--- config.mk ---
export PLATFORM = sky130hd
export DESIGN_NAME = rhythm_judge_flat
export DESIGN_NICKNAME = d
export VERILOG_FILES = /design/src/rtl/rhythm_pkg.sv /design/src/rtl/rhythm_judge_if.sv /design/src/rtl/rhythm_lane.sv /design/src/rtl/rhythm_judge.sv /design/src/flat_wrapper.sv
export SDC_FILE = /design/constraint.sdc
export NUM_CORES = 1
export LEC_CHECK = 0
export CORE_UTILIZATION = 30
export DETAILED_ROUTE_END_ITERATION = 12
export PLACE_DENSITY_LB_ADDON = 0.1
export SKIP_LAST_GASP = 1
export SYNTH_ARGS = -nofsm -noshare
export SYNTH_HDL_FRONTEND = slang
export SYNTH_SLANG_ARGS = --single-unit
export TNS_END_PERCENT = 10
--- constraint.sdc ---
create_clock -name clk -period 11.17 [get_ports clk]
set_input_delay 2.7925 -clock clk [delete_from_list [all_inputs] [get_ports clk]]
set_output_delay 2.7925 -clock clk [all_outputs]
set_load 0.02 [all_outputs]
--- src/rtl/rhythm_pkg.sv ---
// rhythm_pkg: lane state encoding, default parameters and saturating-add helper shared by the rhythm_judge slice
package rhythm_pkg;
  typedef enum logic {IDLE, FALL} lane_st_e;
  localparam int LANES_D = 4;
  localparam int Y_W_D = 8;
  localparam int STEP_D = 2;
  localparam int HIT_LO_D = 106;
  localparam int HIT_HI_D = 134;
  localparam int MISS_Y_D = 136;
  localparam int SCORE_W_D = 8;
  localparam int LIVES_INIT_D = 3;
  function automatic logic [31:0] sat_add(input logic [31:0] a, input logic [31:0] b, input logic [31:0] max);
    logic [32:0] s;
    s = {1'b0, a} + {1'b0, b};
    return s > {1'b0, max} ? max : s[31:0];
  endfunction
endpackage

--- src/rtl/rhythm_judge_if.sv ---
// rhythm_judge_if: game bus; master drives tick/spawn/key_n, slave returns note_y/note_active/hit/miss/ghost/score/streak/lives/game_over
interface rhythm_judge_if import rhythm_pkg::*; #(
  parameter int LANES = LANES_D,
  parameter int Y_W = Y_W_D,
  parameter int SCORE_W = SCORE_W_D
);
  logic tick;
  logic [LANES-1:0] spawn;
  logic [LANES-1:0] key_n;
  logic [LANES*Y_W-1:0] note_y;
  logic [LANES-1:0] note_active;
  logic [LANES-1:0] hit;
  logic [LANES-1:0] miss;
  logic [LANES-1:0] ghost;
  logic [SCORE_W-1:0] score;
  logic [SCORE_W-1:0] streak;
  logic [3:0] lives;
  logic game_over;
  modport master(output tick, spawn, key_n, input note_y, note_active, hit, miss, ghost, score, streak, lives, game_over);
  modport slave(input tick, spawn, key_n, output note_y, note_active, hit, miss, ghost, score, streak, lives, game_over);
endinterface

--- src/rtl/rhythm_lane.sv ---
// rhythm_lane: one lane's key synchroniser/edge detect, IDLE/FALL FSM and y register; ports clk, reset, freeze_i, tick_i, spawn_i, key_n_i in; y_o, active_o and combinational hit_o/miss_o/ghost_o judgements out
module rhythm_lane import rhythm_pkg::*; #(
  parameter int Y_W = Y_W_D,
  parameter int STEP = STEP_D,
  parameter int HIT_LO = HIT_LO_D,
  parameter int HIT_HI = HIT_HI_D,
  parameter int MISS_Y = MISS_Y_D
) (
  input  logic clk,
  input  logic reset,
  input  logic freeze_i,
  input  logic tick_i,
  input  logic spawn_i,
  input  logic key_n_i,
  output logic [Y_W-1:0] y_o,
  output logic active_o,
  output logic hit_o,
  output logic miss_o,
  output logic ghost_o
);
  lane_st_e st_q, st_d;
  logic [Y_W-1:0] y_q, y_d;
  logic [2:0] ks_q;
  logic press;
  always_ff @(posedge clk) begin
    if (reset) begin
      st_q <= IDLE;
      y_q <= '0;
      ks_q <= '1;
    end else begin
      st_q <= st_d;
      y_q <= y_d;
      ks_q <= {ks_q[1:0], key_n_i};
    end
  end
  always_comb begin
    press = ks_q[2] & ~ks_q[1];
    miss_o = !freeze_i && st_q == FALL && y_q >= Y_W'(MISS_Y);
    hit_o = !freeze_i && st_q == FALL && press && y_q >= Y_W'(HIT_LO) && y_q <= Y_W'(HIT_HI);
    ghost_o = !freeze_i && press && !hit_o;
    st_d = freeze_i ? st_q : st_q == IDLE ? (spawn_i ? FALL : IDLE) : (hit_o || miss_o) ? IDLE : FALL;
    y_d = freeze_i ? y_q : (st_q == IDLE || hit_o || miss_o) ? '0 : tick_i ? y_q + Y_W'(STEP) : y_q;
    y_o = y_q;
    active_o = st_q == FALL;
  end
endmodule

--- src/rtl/rhythm_judge.sv ---
// rhythm_judge: multi-lane note engine and judge; ports clk, reset plus slave bus (tick/spawn/key_n in; note_y/note_active/hit/miss/ghost/score/streak/lives/game_over out)
module rhythm_judge import rhythm_pkg::*; #(
  parameter int LANES = LANES_D,
  parameter int Y_W = Y_W_D,
  parameter int STEP = STEP_D,
  parameter int HIT_LO = HIT_LO_D,
  parameter int HIT_HI = HIT_HI_D,
  parameter int MISS_Y = MISS_Y_D,
  parameter int SCORE_W = SCORE_W_D,
  parameter int LIVES_INIT = LIVES_INIT_D
) (
  input logic clk,
  input logic reset,
  rhythm_judge_if.slave bus
);
  logic [LANES-1:0] hit_d, miss_d, ghost_d, hit_q, miss_q, ghost_q, active_w;
  logic [LANES*Y_W-1:0] y_w;
  logic [SCORE_W-1:0] score_q, score_d, streak_q, streak_d;
  logic [3:0] lives_q, lives_d;
  logic go_q, go_d;
  logic [31:0] nh, nm, smax;
  genvar i;
  generate
    for (i = 0; i < LANES; i++) begin : g_lane
      rhythm_lane #(.Y_W(Y_W), .STEP(STEP), .HIT_LO(HIT_LO), .HIT_HI(HIT_HI), .MISS_Y(MISS_Y)) u_lane (
        .clk(clk), .reset(reset), .freeze_i(go_q), .tick_i(bus.tick), .spawn_i(bus.spawn[i]),
        .key_n_i(bus.key_n[i]), .y_o(y_w[i*Y_W +: Y_W]), .active_o(active_w[i]),
        .hit_o(hit_d[i]), .miss_o(miss_d[i]), .ghost_o(ghost_d[i])
      );
    end
  endgenerate
  always_comb begin
    nh = 32'($countones(hit_d));
    nm = 32'($countones(miss_d));
    smax = 32'({SCORE_W{1'b1}});
    score_d = SCORE_W'(sat_add(32'(score_q), nh, smax));
    streak_d = |miss_d ? '0 : SCORE_W'(sat_add(32'(streak_q), nh, smax));
    lives_d = nm >= 32'(lives_q) ? '0 : lives_q - 4'(nm);
    go_d = go_q | (lives_d == 4'd0);
  end
  always_ff @(posedge clk) begin
    if (reset) begin
      hit_q <= '0;
      miss_q <= '0;
      ghost_q <= '0;
      score_q <= '0;
      streak_q <= '0;
      lives_q <= 4'(LIVES_INIT);
      go_q <= 1'b0;
    end else begin
      hit_q <= hit_d;
      miss_q <= miss_d;
      ghost_q <= ghost_d;
      score_q <= score_d;
      streak_q <= streak_d;
      lives_q <= lives_d;
      go_q <= go_d;
    end
  end
  assign bus.note_y = y_w;
  assign bus.note_active = active_w;
  assign bus.hit = hit_q;
  assign bus.miss = miss_q;
  assign bus.ghost = ghost_q;
  assign bus.score = score_q;
  assign bus.streak = streak_q;
  assign bus.lives = lives_q;
  assign bus.game_over = go_q;
endmodule

--- src/flat_wrapper.sv ---
// flat-port wrapper written by rule: the top's interface ports become plain ports
module rhythm_judge_flat import rhythm_pkg::*;
#(
  parameter int LANES = LANES_D,
  parameter int Y_W = Y_W_D,
  parameter int STEP = STEP_D,
  parameter int HIT_LO = HIT_LO_D,
  parameter int HIT_HI = HIT_HI_D,
  parameter int MISS_Y = MISS_Y_D,
  parameter int SCORE_W = SCORE_W_D,
  parameter int LIVES_INIT = LIVES_INIT_D
)
  (clk, reset, bus_tick, bus_spawn, bus_key_n, bus_note_y, bus_note_active, bus_hit, bus_miss, bus_ghost, bus_score, bus_streak, bus_lives, bus_game_over);
  rhythm_judge_if #(.LANES(LANES), .Y_W(Y_W), .SCORE_W(SCORE_W)) bus_i ();
  input logic clk;
  input logic reset;
  input wire logic [$bits(bus_i.tick)-1:0] bus_tick;
  input wire logic [$bits(bus_i.spawn)-1:0] bus_spawn;
  input wire logic [$bits(bus_i.key_n)-1:0] bus_key_n;
  output wire logic [$bits(bus_i.note_y)-1:0] bus_note_y;
  output wire logic [$bits(bus_i.note_active)-1:0] bus_note_active;
  output wire logic [$bits(bus_i.hit)-1:0] bus_hit;
  output wire logic [$bits(bus_i.miss)-1:0] bus_miss;
  output wire logic [$bits(bus_i.ghost)-1:0] bus_ghost;
  output wire logic [$bits(bus_i.score)-1:0] bus_score;
  output wire logic [$bits(bus_i.streak)-1:0] bus_streak;
  output wire logic [$bits(bus_i.lives)-1:0] bus_lives;
  output wire logic [$bits(bus_i.game_over)-1:0] bus_game_over;
  assign bus_i.tick = bus_tick;
  assign bus_i.spawn = bus_spawn;
  assign bus_i.key_n = bus_key_n;
  assign bus_note_y = bus_i.note_y;
  assign bus_note_active = bus_i.note_active;
  assign bus_hit = bus_i.hit;
  assign bus_miss = bus_i.miss;
  assign bus_ghost = bus_i.ghost;
  assign bus_score = bus_i.score;
  assign bus_streak = bus_i.streak;
  assign bus_lives = bus_i.lives;
  assign bus_game_over = bus_i.game_over;
  rhythm_judge #(.LANES(LANES), .Y_W(Y_W), .STEP(STEP), .HIT_LO(HIT_LO), .HIT_HI(HIT_HI), .MISS_Y(MISS_Y), .SCORE_W(SCORE_W), .LIVES_INIT(LIVES_INIT)) u_core (.clk(clk), .reset(reset), .bus(bus_i));
endmodule
==> impl_metrics.json, run 1 <==
{
  "dp_hpwl_um": 7525,
  "pre_cts_ws_ns": 6.108,
  "finalSetupTns_ns": 0,
  "area_growth_pct": 28.07,
  "synth_area_leaders": "dfxtp_1, ha_1, nand2_1",
  "ys_seq_elements": 77,
  "multi_input_area_um2": 2354,
  "fin_crit_ns": 4.744,
  "yosysSeqAreaShare_pct": 36.91,
  "power_frac_comb_pct": 7.2,
  "status": "complete, no violations",
  "seqPwrFrac_pct": 44.0,
  "gp_congestion": 0.8566,
  "initial_core_util_pct": 31.17,
  "setup_violations": 0,
  "overflow": 0,
  "sw_frac_of_total_pct": 22.45,
  "yosys_warnings": 0,
  "rsz0062_at_grt": "false",
  "layout.cells.non_filler": 724,
  "htreeDepth": 3,
  "p_int_uw": 507.2,
  "syn-instance-count": 477,
  "drv_slew": 0,
  "cts_buffers": 9,
  "nNetsFinal": 584,
  "final.period_utilization_pct": 42.47,
  "numPortBuffers": 75,
  "clock_sinks": 77,
  "avgSynthCellArea_um2": 8.756,
  "grt_max_degree": 58,
  "routed_wl_um": 10660,
  "synth-edff-count": 0,
  "synth_area_um2": 4177,
  "die_width_um": 120.0,
  "synth_common_cells": "dfxtp_1, nand2_1, inv_1, nor2_1, ha_1",
  "track_usage_pct": 15.69,
  "die_h_um": 120.0,
  "rows": 42,
  "grt_first_pass_wirelength_um": 17910,
  "ir_worst_vdd_uv": 61.77,
  "drt-pass1-iter-count": 4,
  "placedCellCount": 708,
  "first_global_vias": 3521,
  "tightest_slew_ns": 0.8230,
  "antenna_found_initial": 0,
  "post-synth-top-count-cell": "dfxtp_1",
  "fin_ws_ns": 6.426,
  "drive_gt1_share_pct": 7.664,
  "async_flop_share_pct": 0,
  "top_level_ports": 80,
  "cts_resized": 0,
  "drc": 0,
  "maxCapViolCount": 0,
  "dr.first_iter.drc_count": 241,
  "post_drt_wl_per_cell_um": 14.72,
  "worstSkewPairLatency_ns": 0.34,
  "die-area_um2": 14400,
  "cts.path.max_buffers": 2,
  "worstSetupStartpointType": "input port",
  "synth_ff_type": "dfxtp_1",
  "hold_viol": 0,
  "num_vias": 3676,
  "holdWs_ns": 0.4092,
  "cp.arrival_ns": 4.99,
  "yosysUniqueCellTypes": 71,
  "cts_setup_buffers": 0,
  "clock.fmax_mhz": 210.8,
  "relSlewSlack_pct": 44.80,
  "power_density_nw_per_um2": 122.3,
  "synth.top_cell.area_share_pct": 36.91,
  "crit_type": "in2reg",
  "leakage_uw": 0.002113,
  "core_region_area_um2": 13400,
  "crit_required_ns": 11.42,
  "nFillCells": 1390,
  "ctsHoldBuffers": 0,
  "hp-class": "reg2reg",
  "p_sw_uw": 146.8,
  "ant_nets": 0,
  "yosysTopAreaCell": "dfxtp_1",
  "power.share.clock_pct": 48.8,
  "finClkSkew_ns": 0.005633,
  "clockRootBuffer": "clkbuf_16",
  "seq_area_um2": 1541,
  "clk_pin_slew_worst_paths_ns": 0.06,
  "cts_tree": "yes",
  "vias_per_cell": 5.077,
  "diodes": 0,
  "end_kind": "flop",
  "worstPathMaxFanout": 16
}
critical path, cell delays in order:
cell and delay (ns):
clkdlybuf4s50_1 0.90, nor2b_1 0.24, and4_1 0.23, or3b_1 0.41, or3_1 0.33, o221ai_1 0.08
state kept, by name (all words and copies together) (netlist names):
register / cells
u_core.bus.hit: 4
u_core.bus.lives: 4
u_core.g_lane.u_lane.ks_q: 12
u_core.bus.score: 8
u_core.g_lane.u_lane.y_o: 28
u_core.g_lane.u_lane.active_o: 4
u_core.bus.miss: 4
u_core.bus.game_over: 1
u_core.bus.ghost: 4
u_core.bus.streak: 8
layout make-up:
cell class,count,share of cell area (%)
Timing Repair Buffer,78,14.36
Tap cell,176,4.117
Clock buffer,12,4.795
Multi-Input combinational cell,340,44.00
Clock inverter,4,1.310
Sequential cell,77,28.82
Inverter,37,2.596
final timing paths:
kind	start	endpoint	slack [ns]	cells past startpoint
worst max-delay path	bus_tick	u_core.g_lane[1].u_lane.y_o[5]	6.43	6
worst min-delay path	u_core.g_lane[3].u_lane.ks_q[0]	u_core.g_lane[3].u_lane.ks_q[1]	0.41	1
worst max register to register	u_core.g_lane[2].u_lane.y_o[4]	u_core.bus.streak[7]	6.73	15
worst min register to register	u_core.g_lane[3].u_lane.ks_q[0]	u_core.g_lane[3].u_lane.ks_q[1]	0.41	1
power by group through the flow:
stage                     registers (uW)  clock network (uW)  logic [uW]
after floorplan                      295                   0        28.2
after global placement               294                   0        47.1
after detailed placement             294                   0        47.1
after CTS                            288                 329        47.2
after global routing                 289                 344        51.1
final                                288                 319        46.9
logic make-up (layout without fill, tap and decap cells):
family	Yosys count	in the layout	share of synthesized area, %
AND/OR/NAND/NOR	197	197	26.24
AO/OA/AOI/OAI	98	98	17.50
flip-flops	77	77	36.91
buffers and inverters	63	131	7.010
adder cells (fa/ha/maj)	30	30	9.886
XOR/XNOR	9	9	1.887
multiplexers	2	2	0.4793
other	1	4	0.08979
stage by stage:
| step | util, % | cell area (um^2) | total power (uW) |
|---|---|---|---|
| 2_1_floorplan | - | 4188 | 322.9 |
| 3_3_place_gp | 37.48 | 5022 | 340.9 |
| 3_5_place_dp | 37.48 | 5022 | 341.0 |
| 4_1_cts | 39.92 | 5349 | 664.0 |
| 5_1_grt | 39.92 | 5349 | 684.0 |
| 6_report | 39.92 | 5349 | 654.0 |
per-layer routing:
| layer | routed length, um | track usage [%] | up-vias |
|---|---|---|---|
| met2 | 4724 | 23.71 | 86 |
| met1 | 5286 | 21.49 | 1734 |
| li1 | - | - | 1841 |
| met4 | 206 | 6.484 | 0 |
| met5 | 0 | 0 | - |
| met3 | 440 | 3.327 | 15 |
placed cells by master, fill, tap and decap left out, types with 4 or more instances in the layout:
master           count
ha_1                25
o31ai_1              5
inv_1               37
nand2_1             40
a21oi_1             23
nand3_1             14
conb_1               4
nor4_1              17
dfxtp_1             77
a211oi_1             6
and2_1               5
clkdlybuf4s50_1     74
or2_2               13
xor2_1               8
nand2b_1             7
fa_1                 5
a211o_1              5
nand4_1              4
nor2b_1              9
o41ai_1              4
o21ai_0             15
o221ai_1             5
clkbuf_16            9
or3_1                8
nor2_1              33
nor3_1              15
Power figures use the tool's default switching activity.
==> run 2: changes to the inputs <==
==> constraint.sdc (replaced) <==
create_clock -name clk -period 4.8 [get_ports clk]
set_input_delay 1.2 -clock clk [delete_from_list [all_inputs] [get_ports clk]]
set_output_delay 1.2 -clock clk [all_outputs]
set_load 0.02 [all_outputs]
==> run 2 against run 1 <==
Routed wire length increased by 2.9%. Highest routed layer unchanged. Register-to-register slack got worse by 6.1 ns. First-iteration DRC count unchanged.
==> impl_metrics.json, run 2 (same netlist as run 1, synthesis figures left out) <==
{
  "crit_required_ns": 5.06,
  "maxCapViolCount": 0,
  "die_h_um": 120.0,
  "hold_viol": 0,
  "drv_slew": 0,
  "final_cell_mix": "dfxtp_1, clkdlybuf4s50_1, nand2_1",
  "sw_frac_of_total_pct": 22.59,
  "cp.arrival_ns": 4.41,
  "nNetsFinal": 588,
  "worstPathMaxFanout": 9,
  "dpl_cell_area_um2": 5052,
  "ctsHoldBuffers": 0,
  "dp_hpwl_um": 7831,
  "top_layer": "met4",
  "worstSkewPairLatency_ns": 0.34,
  "final.period_utilization_pct": 86.46,
  "clock_sinks": 77,
  "fin_crit_ns": 4.150,
  "wl_met2_um": 4973,
  "rows": 42,
  "overflow": 0,
  "first_global_vias": 3556,
  "vias_per_cell": 5.115,
  "final_area_um2": 5379,
  "clockRootBuffer": "clkbuf_16",
  "dr.first_iter.drc_count": 241,
  "setup_violations": 0,
  "numPortBuffers": 75,
  "grt_max_degree": 57,
  "rsz0062_at_grt": "false",
  "initial_core_util_pct": 31.17,
  "route.met3.wl_um": 424,
  "finClkSkew_ns": 0.006901,
  "antenna_found_initial": 0,
  "area_growth_pct": 28.79,
  "die-area_um2": 14400,
  "cts_setup_buffers": 0,
  "drive_gt1_share_pct": 8.333,
  "die_width_um": 120.0,
  "core_region_area_um2": 13400,
  "p_int_uw": 1181,
  "tightest_slew_ns": 0.7417,
  "cts.path.max_buffers": 2,
  "status": "complete, no violations",
  "ff2ff_path_depth": 17,
  "clock.fmax_mhz": 241.0,
  "clk_pin_slew_worst_paths_ns": 0.06,
  "ir_worst_vdd_uv": 145.6,
  "relSlewSlack_pct": 50.03,
  "hp-class": "reg2reg",
  "slowest_delay_ns": 0.58,
  "grt_first_pass_wirelength_um": 18350,
  "cts_tree": "yes",
  "final_common_cell": "dfxtp_1",
  "largest_register_ffs": 28,
  "holdPathStages": 1,
  "gp_congestion": 0.7852,
  "drt-pass1-iter-count": 4,
  "wl_met1_um": 5356,
  "cts_buffers": 9,
  "power_frac_comb_pct": 7.2,
  "htreeDepth": 3,
  "crit_type": "reg2reg",
  "top_level_ports": 80,
  "crit_slowest_cell": "fa_1",
  "diodes": 0,
  "p_sw_uw": 344.7,
  "worstSetupStartpointType": "flop",
  "finalSetupTns_ns": 0,
  "seqPwrFrac_pct": 43.9,
  "num_vias": 3724,
  "cts_resized": 0,
  "path_cells": "inv_1 -> ha_1 -> nor4_1 -> nor4b_1 -> nor2_1 -> inv_1 -> ha_1 -> ha_1 -> inv_1 -> fa_1 -> inv_1 -> ha_1 -> a21o_1 -> a21oi_1 -> and3b_1 -> and3_1 -> nor3_1",
  "track_usage_pct": 16.20,
  "leakage_uw": 0.002132,
  "post_drt_wl_per_cell_um": 15.06,
  "power_density_nw_per_um2": 283.7,
  "routed_wl_um": 10970,
  "power.share.clock_pct": 48.9,
  "drc": 0,
  "end_kind": "flop",
  "ant_nets": 0
}
run 2: area by class of cell:
type	instances	area, um^2
clock buffers	12	256.5
clock inverters	4	70.07
fillers	1383	8021
inverters	37	138.9
multi-input cells	340	2354
flip-flops and latches	77	1541
well taps	176	220.2
repair buffers	82	798.3
run 2: metrics by stage:
step	hold slack, ns	total power [uW]	utilization, %	setup WS (ns)	instances
after floorplan	0.3895	751.4	-	1.070	480
after global placement	0.3927	794.1	37.70	0.7477	712
after detailed placement	0.3932	794.9	37.70	0.6787	712
after CTS	0.4076	1550	40.14	0.6715	728
after global routing	0.4183	1587	40.14	0.2855	728
final	0.4068	1526	40.14	0.6498	728
run 2: worst paths after layout:
path	slack (ns)	endpoint	from
min reg2reg	0.41	u_core.g_lane[3].u_lane.ks_q[1]	u_core.g_lane[3].u_lane.ks_q[0]
min	0.41	u_core.g_lane[3].u_lane.ks_q[1]	u_core.g_lane[3].u_lane.ks_q[0]
max	0.65	u_core.bus.streak[7]	u_core.g_lane[1].u_lane.y_o[2]
max reg2reg	0.65	u_core.bus.streak[7]	u_core.g_lane[1].u_lane.y_o[2]
run 2: critical path, delay by kind of cell, from the launching register on:
family | cells | cell delay (ns)
AOI/OAI and AO/OA | 2 | 0.44
buffers and inverters | 4 | 0.39
DFF | 1 | 0.44
and+or+nand+nor | 6 | 1.32
adders and majority gates | 5 | 1.49
run 2: power groups by stage:
stage,logic (uW),clock network [uW],registers [uW]
2_1_floorplan,65.7,0,686
3_3_place_gp,111,0,684
3_5_place_dp,111,0,684
4_1_cts,111,768,670
5_1_grt,122,794,672
6_report,110,746,670
run 2: layer usage:
metal / vias up / track usage, %
met5: - / 0
li1: 1852 / -
met2: 92 / 25.14
met4: 0 / 7.344
met3: 14 / 2.852
met1: 1766 / 21.76
